$ cat src/rtl/bp_pkg.sv
// bp_pkg: shared types, constants and helpers for the branch predictor.
//
// Contents:
//   CTR_WEAK_TAKEN / CTR_WEAK_NT : 2-bit counter presets (MSB = prediction)
//   ctr_weak_taken / ctr_weak_nt : the same presets for any counter width
//   btb_entry_t                  : BTB entry {valid, tag, target}; the tag and
//                                  target fields are sized for the widest
//                                  configuration and zero-extended by users
//   ctr_op_e                     : counter-table write operation
//   bp_idx / bp_tag              : PC -> table index / tag extraction
//   bp_sat_inc / bp_sat_dec      : saturating counter arithmetic
package bp_pkg;

  localparam int BP_MAX_PC_W  = 64;
  localparam int BP_MAX_TAG_W = 32;

  localparam logic [1:0] CTR_WEAK_TAKEN = 2'b10;
  localparam logic [1:0] CTR_WEAK_NT    = 2'b01;

  typedef struct packed {
    logic                    valid;
    logic [BP_MAX_TAG_W-1:0] tag;
    logic [BP_MAX_PC_W-1:0]  target;
  } btb_entry_t;

  typedef enum logic [1:0] {
    CTR_OP_INC   = 2'd0,
    CTR_OP_DEC   = 2'd1,
    CTR_OP_ALLOC = 2'd2
  } ctr_op_e;

  // Weakly taken: MSB set, all other bits clear.
  function automatic logic [31:0] ctr_weak_taken(input int w);
    return 32'(1) << (w - 1);
  endfunction

  // Weakly not-taken: all bits below the MSB set (all-zero for a 1-bit counter).
  function automatic logic [31:0] ctr_weak_nt(input int w);
    return (32'(1) << (w - 1)) - 32'(1);
  endfunction

  // Word-aligned index: pc[idx_w+1:2].
  function automatic logic [31:0] bp_idx(input logic [BP_MAX_PC_W-1:0] pc, input int idx_w);
    logic [BP_MAX_PC_W-1:0] mask;
    mask = (BP_MAX_PC_W'(1) << idx_w) - BP_MAX_PC_W'(1);
    return 32'((pc >> 2) & mask);
  endfunction

  // Tag: the tag_w bits directly above the index; zero when untagged.
  function automatic logic [BP_MAX_TAG_W-1:0] bp_tag(input logic [BP_MAX_PC_W-1:0] pc,
                                                     input int idx_w, input int tag_w);
    logic [BP_MAX_PC_W-1:0] mask;
    if (tag_w == 0) return '0;
    mask = (BP_MAX_PC_W'(1) << tag_w) - BP_MAX_PC_W'(1);
    return BP_MAX_TAG_W'((pc >> (idx_w + 2)) & mask);
  endfunction

  function automatic logic [31:0] bp_sat_inc(input logic [31:0] c, input int w);
    logic [32:0] max_val;
    max_val = (33'(1) << w) - 33'(1);
    return (33'(c) >= max_val) ? 32'(max_val) : c + 32'(1);
  endfunction

  function automatic logic [31:0] bp_sat_dec(input logic [31:0] c);
    return (c == 32'(0)) ? c : c - 32'(1);
  endfunction

endpackage

$ cat src/rtl/bp_sat_counter_table.sv
// bp_sat_counter_table: ENTRIES x CTR_W table of saturating counters.
//
// Ports:
//   clk, rst_n : clock (rising edge), asynchronous active-low reset
//   rd_idx     : read index (combinational read of pre-edge state)
//   rd_ctr     : counter value at rd_idx
//   wr_en      : apply wr_op to the counter at wr_idx on the next edge
//   wr_idx     : write index
//   wr_op      : increment / decrement (both saturating) or allocate (weak taken)
//
// Reset puts every counter at weakly not-taken.
module bp_sat_counter_table
  import bp_pkg::*;
#(
  parameter int ENTRIES = 16,
  parameter int CTR_W   = 2,
  localparam int IDX_W  = $clog2(ENTRIES)
) (
  input  logic             clk,
  input  logic             rst_n,
  input  logic [IDX_W-1:0] rd_idx,
  output logic [CTR_W-1:0] rd_ctr,
  input  logic             wr_en,
  input  logic [IDX_W-1:0] wr_idx,
  input  ctr_op_e          wr_op
);

  logic [CTR_W-1:0] ctr_q [ENTRIES];
  logic [CTR_W-1:0] ctr_d [ENTRIES];

  assign rd_ctr = ctr_q[rd_idx];

  always_comb begin
    ctr_d = ctr_q;
    if (wr_en) begin
      case (wr_op)
        CTR_OP_INC:   ctr_d[wr_idx] = CTR_W'(bp_sat_inc(32'(ctr_q[wr_idx]), CTR_W));
        CTR_OP_DEC:   ctr_d[wr_idx] = CTR_W'(bp_sat_dec(32'(ctr_q[wr_idx])));
        CTR_OP_ALLOC: ctr_d[wr_idx] = CTR_W'(ctr_weak_taken(CTR_W));
        default:      ctr_d[wr_idx] = ctr_q[wr_idx];
      endcase
    end
  end

  always_ff @(posedge clk or negedge rst_n) begin
    if (!rst_n) begin
      for (int i = 0; i < ENTRIES; i++) begin
        ctr_q[i] <= CTR_W'(ctr_weak_nt(CTR_W));
      end
    end else begin
      ctr_q <= ctr_d;
    end
  end

endmodule

$ cat src/rtl/branch_predictor.sv
// branch_predictor: direct-mapped BTB with saturating-counter direction
// prediction for the five-stage MIPS core.
//
// Fetch : lk_pc is looked up combinationally -> lk_hit / lk_taken / lk_target.
//         The prediction is carried into decode in the s2 register
//         (hold = stall_s1_s2 freezes it, clear = flush zeroes it; clear wins).
// Decode: upd_* describe the resolved branch. mispredict / redirect_pc drive
//         the PC mux; on the clock edge the BTB, counters and statistics update.
//
// Ports:
//   clk, rst_n                         clock, asynchronous active-low reset
//   lk_pc -> lk_hit, lk_taken, lk_target   fetch lookup
//   hold, clear -> s2_taken, s2_target     decode-stage prediction register
//   upd_valid, upd_pc, upd_taken, upd_target  resolved branch
//   mispredict, redirect_pc            recovery outputs (combinational)
//   stat_branches, stat_mispredicts    saturating statistics
//
// Optional build macro BP_GSHARE_EN: counters are indexed by pc index XOR a
// global history register; the BTB stays pc-indexed.
module branch_predictor
  import bp_pkg::*;
#(
  parameter int ENTRIES = 16,
  parameter int PC_W    = 32,
  parameter int TAG_W   = 8,
  parameter int CTR_W   = 2,
  parameter int STAT_W  = 16
) (
  input  logic              clk,
  input  logic              rst_n,
  input  logic [PC_W-1:0]   lk_pc,
  output logic              lk_hit,
  output logic              lk_taken,
  output logic [PC_W-1:0]   lk_target,
  input  logic              hold,
  input  logic              clear,
  output logic              s2_taken,
  output logic [PC_W-1:0]   s2_target,
  input  logic              upd_valid,
  input  logic [PC_W-1:0]   upd_pc,
  input  logic              upd_taken,
  input  logic [PC_W-1:0]   upd_target,
  output logic              mispredict,
  output logic [PC_W-1:0]   redirect_pc,
  output logic [STAT_W-1:0] stat_branches,
  output logic [STAT_W-1:0] stat_mispredicts
);

  localparam int IDX_W = $clog2(ENTRIES);

  // BTB storage: valid bits carry the reset, tag/target data does not.
  logic [ENTRIES-1:0] valid_q;
  logic [ENTRIES-1:0] valid_d;
  btb_entry_t         btb_q [ENTRIES];

  logic [IDX_W-1:0]        lk_idx;
  logic [BP_MAX_TAG_W-1:0] lk_tag;
  logic [IDX_W-1:0]        upd_idx;
  logic [BP_MAX_TAG_W-1:0] upd_tag;
  logic                    upd_hit;

  logic [IDX_W-1:0] ctr_rd_idx;
  logic [CTR_W-1:0] ctr_rd;
  logic             ctr_we;
  logic [IDX_W-1:0] ctr_wr_idx;
  ctr_op_e          ctr_op;

  logic              s2_taken_q,  s2_taken_d;
  logic [PC_W-1:0]   s2_target_q, s2_target_d;
  logic [STAT_W-1:0] stat_branches_q,    stat_branches_d;
  logic [STAT_W-1:0] stat_mispredicts_q, stat_mispredicts_d;

`ifdef BP_GSHARE_EN
  logic [IDX_W-1:0] ghr_q, ghr_d;
  logic [IDX_W-1:0] s2_idx_q, s2_idx_d;
`endif

  // ---------------------------------------------------------------- lookup
  always_comb begin
    lk_idx = IDX_W'(bp_idx(BP_MAX_PC_W'(lk_pc), IDX_W));
    lk_tag = bp_tag(BP_MAX_PC_W'(lk_pc), IDX_W, TAG_W);
`ifdef BP_GSHARE_EN
    ctr_rd_idx = lk_idx ^ ghr_q;
`else
    ctr_rd_idx = lk_idx;
`endif
    // The stored valid field is always written as 1; valid_q is what resets.
    lk_hit    = valid_q[lk_idx] && btb_q[lk_idx].valid && (btb_q[lk_idx].tag == lk_tag);
    // ">= weak taken" is the same test as "counter MSB set".
    lk_taken  = lk_hit && (ctr_rd >= CTR_W'(ctr_weak_taken(CTR_W)));
    // Zeroed on a miss so untouched (unreset) target data never leaks into s2.
    lk_target = lk_hit ? PC_W'(btb_q[lk_idx].target) : '0;
  end

  bp_sat_counter_table #(
    .ENTRIES (ENTRIES),
    .CTR_W   (CTR_W)
  ) u_ctr_table (
    .clk    (clk),
    .rst_n  (rst_n),
    .rd_idx (ctr_rd_idx),
    .rd_ctr (ctr_rd),
    .wr_en  (ctr_we),
    .wr_idx (ctr_wr_idx),
    .wr_op  (ctr_op)
  );

  // ------------------------------------------------------ s2 prediction reg
  always_comb begin
    s2_taken_d  = s2_taken_q;
    s2_target_d = s2_target_q;
`ifdef BP_GSHARE_EN
    s2_idx_d    = s2_idx_q;
`endif
    if (clear) begin
      s2_taken_d  = 1'b0;
      s2_target_d = '0;
`ifdef BP_GSHARE_EN
      s2_idx_d    = '0;
`endif
    end else if (!hold) begin
      s2_taken_d  = lk_taken;
      s2_target_d = lk_target;
`ifdef BP_GSHARE_EN
      s2_idx_d    = ctr_rd_idx;
`endif
    end
  end

  assign s2_taken  = s2_taken_q;
  assign s2_target = s2_target_q;

  // ------------------------------------------------------ resolve / update
  always_comb begin
    upd_idx = IDX_W'(bp_idx(BP_MAX_PC_W'(upd_pc), IDX_W));
    upd_tag = bp_tag(BP_MAX_PC_W'(upd_pc), IDX_W, TAG_W);
    upd_hit = valid_q[upd_idx] && btb_q[upd_idx].valid && (btb_q[upd_idx].tag == upd_tag);

    mispredict  = upd_valid &&
                  ((upd_taken != s2_taken_q) || (upd_taken && (upd_target != s2_target_q)));
    redirect_pc = upd_taken ? upd_target : upd_pc + PC_W'(4);

    // Miss + not-taken leaves the counter alone; miss + taken allocates.
    ctr_we = upd_valid && (upd_hit || upd_taken);
    ctr_op = upd_hit ? (upd_taken ? CTR_OP_INC : CTR_OP_DEC) : CTR_OP_ALLOC;
`ifdef BP_GSHARE_EN
    ctr_wr_idx = s2_idx_q;
`else
    ctr_wr_idx = upd_idx;
`endif

    // A taken branch either refreshes the target of its hit entry or
    // allocates over whatever occupied the slot; both are the same write.
    valid_d = valid_q;
    if (upd_valid && upd_taken) begin
      valid_d[upd_idx] = 1'b1;
    end

    stat_branches_d    = stat_branches_q;
    stat_mispredicts_d = stat_mispredicts_q;
    if (upd_valid) begin
      stat_branches_d = STAT_W'(bp_sat_inc(32'(stat_branches_q), STAT_W));
    end
    if (mispredict) begin
      stat_mispredicts_d = STAT_W'(bp_sat_inc(32'(stat_mispredicts_q), STAT_W));
    end
  end

`ifdef BP_GSHARE_EN
  // Oldest outcome falls off the top; newest enters at bit 0.
  assign ghr_d = upd_valid ? IDX_W'({ghr_q, upd_taken}) : ghr_q;
`endif

  assign stat_branches    = stat_branches_q;
  assign stat_mispredicts = stat_mispredicts_q;

  // ------------------------------------------------------------ registers
  always_ff @(posedge clk) begin
    if (upd_valid && upd_taken) begin
      btb_q[upd_idx] <= '{valid:  1'b1,
                          tag:    upd_tag,
                          target: BP_MAX_PC_W'(upd_target)};
    end
  end

  always_ff @(posedge clk or negedge rst_n) begin
    if (!rst_n) begin
      valid_q            <= '0;
      s2_taken_q         <= 1'b0;
      s2_target_q        <= '0;
      stat_branches_q    <= '0;
      stat_mispredicts_q <= '0;
`ifdef BP_GSHARE_EN
      ghr_q              <= '0;
      s2_idx_q           <= '0;
`endif
    end else begin
      valid_q            <= valid_d;
      s2_taken_q         <= s2_taken_d;
      s2_target_q        <= s2_target_d;
      stat_branches_q    <= stat_branches_d;
      stat_mispredicts_q <= stat_mispredicts_d;
`ifdef BP_GSHARE_EN
      ghr_q              <= ghr_d;
      s2_idx_q           <= s2_idx_d;
`endif
    end
  end

endmodule

$ cat config.mk
export PLATFORM = sky130hd
export DESIGN_NAME = branch_predictor
export DESIGN_NICKNAME = d
export VERILOG_FILES = /design/src/rtl/bp_pkg.sv /design/src/rtl/bp_sat_counter_table.sv /design/src/rtl/branch_predictor.sv
export SDC_FILE = /design/constraint.sdc
export NUM_CORES = 1
export LEC_CHECK = 0
export BUFFER_PORTS_ARGS = -buffer_cell sky130_fd_sc_hd__buf_4
export CAP_MARGIN = 10
export CORE_MARGIN = 2
export CORE_UTILIZATION = 55
export DETAILED_ROUTE_END_ITERATION = 10
export GPL_TIMING_DRIVEN = 0
export PLACE_DENSITY = 0.74
export SYNTH_ARGS = -nofsm -noshare
export SYNTH_HDL_FRONTEND = slang
export SYNTH_HIERARCHICAL = 1
export SYNTH_SLANG_ARGS = --single-unit
$ cat constraint.sdc
create_clock -name clk -period 5.6 [get_ports clk]
set_input_delay 1.12 -clock clk [delete_from_list [all_inputs] [get_ports clk]]
set_output_delay 1.12 -clock clk [all_outputs]
set_load 0.05 [all_outputs]
### Yosys cells after proc, flatten, opt, wreduce, memory -nomap -nowiden

Memory sizes are Yosys's and may differ from the RTL's.
Cells that the tools add are included.

| cells by class | value |
|---|---|
| magnitude comparators | 10 |
| reductions and logical operators | 15 |
| equal/unequal tests | 7 |
| bitwise operators | 6 |
| $add $sub $neg | 5 |
| multiplexer cells | 32 |

Operator list:

| kind | count |
|---|---|
| 32-bit two-way mux | 4 |
| 32-bit bitwise mux | 3 |
| 32-bit one-hot mux with 3 select lines | 1 |
| 32-bit by 8-bit == test with 1-bit output | 2 |
| 16-bit by 1-bit adder with 16-bit output (second input constant) | 2 |
| 32-bit by 3-bit adder with 32-bit output (second input constant) | 1 |
| 16-bit >= comparator (second input constant) | 2 |
| 16-bit two-way mux | 2 |
| 32-bit != test | 1 |
| 16-bit OR | 2 |
| 16-bit bitwise AND | 1 |
| 2-bit binary-select mux with 4-bit select | 2 |
| 2-bit two-way mux | 8 |
| 16-bit inverter | 1 |
| 5-bit >= comparator (second input constant) | 2 |
| 4-bit by 5-bit < comparator with 1-bit output (second input constant) | 2 |
| 4-bit inverter with 5-bit output | 2 |
| 1-bit logical AND | 9 |
| 1-bit binary-select mux with 4-bit select | 2 |
| 2-bit demux with 4-bit select | 1 |
| 1-bit two-way mux | 8 |
| 5-bit by 1-bit < comparator with 1-bit output (second input constant) | 1 |
| 1-bit demux with 4-bit select | 1 |
| 2-bit >= comparator (second input constant) | 2 |
| other kinds (10) | 13 |

| word-level totals | value |
|---|---|
| output and inout bits | 132 |
| bits in registers | 113 |
| memories kept | 1 |
| bits in writable memories | 640 |
| logic and storage cells | 97 |

Memories:

| memory | words | bits a word | read ports | clocked after Yosys merged registers in | write ports | RTL line | text |
|---|---|---|---|---|---|---|---|
| btb_q | 16 | 40 | 2 | 0 | 1 | branch_predictor.sv:54 | `btb_entry_t btb_q [ENTRIES];` |

### Depth between registers and ports, before layout

| logic depth | value |
|---|---|
| depth after elaboration | 8 |
| mapped depth | 15 |

### Modules after synthesis

The synthesis kept the hierarchy.

Modules (own cells, without submodules):

| module | instances | seq. area each (um^2) | cells an instance | area an instance (um^2) |
|---|---|---|---|---|
| branch_predictor | 1 | 21245.4 | 1585 | 30494.2 |
| bp_sat_counter_table | 1 | 820.8 | 188 | 2079.5 |

### Worst setup path after synthesis

No wires, ideal clock.

| timing | value |
|---|---|
| path kind | input port to flip-flop |
| start point | in upd_pc[5] |
| end point | mem btb_q[0][0] (netlist name) (enable) |
| path slack | 328 ps |
| arrival | 4783 ps |
| data required time | 5112 ps |
| stages | 5 |
| path through | buf_1 buf_2 buf_2 buf_1 nor3_1 |

RTL lines:

| element | RTL line | text |
|---|---|---|
| start, declared | branch_predictor.sv:40 | `input logic [PC_W-1:0] upd_pc,` |
| end, declared | branch_predictor.sv:54 |  |

No word-level cell before the write port.

### Worst setup path in the final report

| timing | value |
|---|---|
| start point | in lk_pc[5] |
| end point | out lk_target[23] |

| on the way | value |
|---|---|
| word-level cells in the longest chain between the ends | 5 |
| elaborated cells between the ends (all ways) | 7 |

Ends and longest elaborated chain:

| element | RTL line | text |
|---|---|---|
| start, declared | branch_predictor.sv:31 | `input logic [PC_W-1:0] lk_pc,` |
| parallel branches: the longest is 4 deep, another holds memory read 16 x 40 bit | -- |  |
| 32-bit two-way mux (*) | branch_predictor.sv:92 | `lk_target = lk_hit ? PC_W'(btb_q[lk_idx].target) : '0;` |
| end, declared | branch_predictor.sv:34 | `output logic [PC_W-1:0] lk_target,` |

Mark *: on every way between the ends. The select of a mux whose other input is x is not followed.

==> run_results.csv <==
group,metric,value,unit
grt,antenna_found_initial,2,
clock_tree,clock_path_buffers,3,
critical_path,crit_buf_inv,7,
timing,fmax,0.1806,GHz
die,placementRows,89,
pwr,power.density,328.0,mW/mm2
critical_path,path_cells,"buf_4 > buf_1 > clkbuf_1 > nand3_1 > nand3_1 > xnor2_1 > nand4_1 > buf_4 > nor2_4 > buf_4 > buf_2 > and2_1 > buf_4",
critical_path,crit_top_cell,"buf_4",
critical_path,required,4.48,ns
clock_tree,clk_pin_slew_worst_paths,0.06,ns
pwr,total_power,12.55,mW
critical_path,crit_type,"primary input to output pin",
timing,finalWorstSetupSlack,0.06260,ns
placement,dpl.hpwl,60300,um
critical_path,r2r_slack,1.37,ns
drt,wirelength,90140,um
final_layout,area.growth.synth_to_final,17.87,%
pwr,p_switching,3.051,mW
pwr,swShare,24.31,%
critical_path,start_kind,"primary input",
grt,grt.total_usage,30.17,%
placement,pre_cts_ws,-0.7070,ns
clock_tree,tritoncts,"yes",
timing,drv_slew,0,
critical_path,cp-end-kind,"output pin",
timing,clock_skew,0.02277,ns
timing,rsz0062_at_grt,"no",
critical_path,cpPeakStageDelay,0.72,ns
grt,grt_pass1_vias,19510,
drt,post_drt_wl_per_cell,30.74,um
critical_path,critPathArrivalTime,4.42,ns
synthesis,syn_area,0.03246,mm2
synthesis,synth_nets,1876,
pwr,seqPwrFrac,50.7,%
die,ioPinCount,234,
clock_tree,cts_made_buffers,74,
grt,busiest_layer,"met2",
clock_tree,htree_levels,3,
critical_path,rr_startpoint,"btb_q[15][36]",
grt,grt_max_degree,71,
timing,hold_viol,0,
die,die_area,0.06098,mm2
grt,grt_overflow,0,
final_layout,drive_above_1_share,34.65,%
timing,setup_violations,0,
drt,drt.antenna.violating_nets,0,
synthesis,synth_warnings,6,
pwr,p_leak,13.34,nW
drt,dr.pass1.iters,6,
synthesis,syn_inst,1768,
timing,tightestPinTransition,1.228,ns
grt,grtUsageMet1,41.07,%
clock_tree,clock-sinks,753,
flow_run,max_cap_viol_count,0,
critical_path,path_delay_family,"buffers and inverters",
drt,drtIter0Drc,2575,
synthesis,synth.avg_cell_area,18.36,um2
drt,vias,19480,
grt,grtUsageMet2,48.20,%
die,die_w,246.9,um
drt,drcViolationCount,0,
final_layout,nets,2205,
placement,gp_congestion,0.8845,
die,die_y,246.9,um
pwr,p_comb_share,11.0,%
grt,grt_pass1_wl,131000,um
pwr,pwr-share-clk,38.4,%
clock_tree,root_buffer,"clkbuf_16",
critical_path,ff2ff_path_depth,11,
drt,viasPerCell,6.645,
pwr,ir_worst_vdd,0.2346,mV
critical_path,cpMaxStageDelayCell,"clkbuf_1",
placement,port_buffers,211,
timing,post-route-period-util,98.88,%
die,start_util,55.31,%
worst_hold_path,worstHoldPathType,"primary input to asynchronous set/reset pin",
critical_path,cp_max_fo,10,
die,core,0.05869,mm2
clock_tree,clk_latency,0.63,ns
pwr,p_int,9.500,mW
grt,grtUsageMet3,6.371,%
timing,post-route-min-period,5.537,ns
timing,slew_headroom,17.71,%
outcome,status,"finished, final reports clean",
[metrics by stage]
stage	setup TNS [ns]	util, %	area [um2]	hold slack, ns	instances
after detailed placement	-18.32	61.11	35860	0.4736	2793
after global placement	-1488.67	59.66	35010	0.4696	2752
after CTS	0	65.14	38230	0.4559	2929
final	0	65.20	38260	0.4478	2932
after global routing	0	65.19	38260	0.4771	2929
after floorplan	0	-	32460	0.4515	1768
[timing repair]
| item | in CTS | in global routing |
|---|---|---|
| buffers inserted | 2 | 2 |
| hold buffers | 0 | 0 |
| resized for setup | 23 | 8 |
| endpoints found under the setup margin | 39 | 42 |
| pin swaps | 1 | 1 |
[layout make-up]
cell class                 instances  area, um2
multi-input combinational        907       9986
inverter                          12      45.04
fill                            3845      20420
clock buffer                     105       2081
timing repair buffer             256       2354
tap                              773      967.2
antenna                            3      7.507
sequential                       753      22070
buffer                            93      525.5
clock inverter                    30      231.5
[power by group through the flow]
stage | combinational (mW) | clock (mW) | sequential (mW)
6_report | 1.37 | 4.81 | 6.36
5_1_grt | 1.45 | 5.08 | 6.37
4_1_cts | 1.37 | 4.85 | 6.36
3_5_place_dp | 1.35 | 0 | 6.47
3_3_place_gp | 1.31 | 0 | 6.47
2_1_floorplan | 0.688 | 0 | 6.60
[worst reg2reg max path: cells and delay by family, from the launching register on]
| family | cells | cell delay, ns |
|---|---|---|
| AOI/OAI and AO/OA | 6 | 1.77 |
| muxes | 2 | 1.03 |
| and+or+nand+nor | 3 | 0.89 |
| DFF | 1 | 0.39 |
[layer usage]
metal	part of all wire, %	vias to the layer above
met5	0.027	-
met4	3.9	4
met3	11	235
met2	49	1323
met1	37	10100
li1	-	7824
[flip-flops by register name, summed over array words and instances (netlist names), named ones only]
| name | flops |
|---|---|
| valid_q | 16 |
| btb_q | 640 |
| stat_branches | 16 |
| s2_taken | 1 |
| s2_target | 32 |
| stat_mispredicts | 16 |
[worst max-delay path by stage]
stage                        start       endpoint  depth (start not counted)
floorplan                upd_pc[5]    btb_q[0][0]                          5
global placement         upd_pc[5]     valid_q[1]                          7
detailed placement        lk_pc[3]  lk_target[15]                         13
CTS                 upd_target[11]     mispredict                          7
global route              lk_pc[2]  lk_target[21]                          9
finish                    lk_pc[5]  lk_target[23]                         13
[layout by cell type, fill, tap and decap left out, drive strengths merged, types with 32 or more instances in the layout]
cell type / n
a22o: 32
xnor2: 41
dfrtp: 97
nand3: 41
and2: 35
nor2: 67
clkbuf: 157
nand2: 93
mux4: 244
o21ai: 58
edfxtp: 640
xor2: 51
buf: 297
No activity file was read; power rests on OpenSTA's default activity.
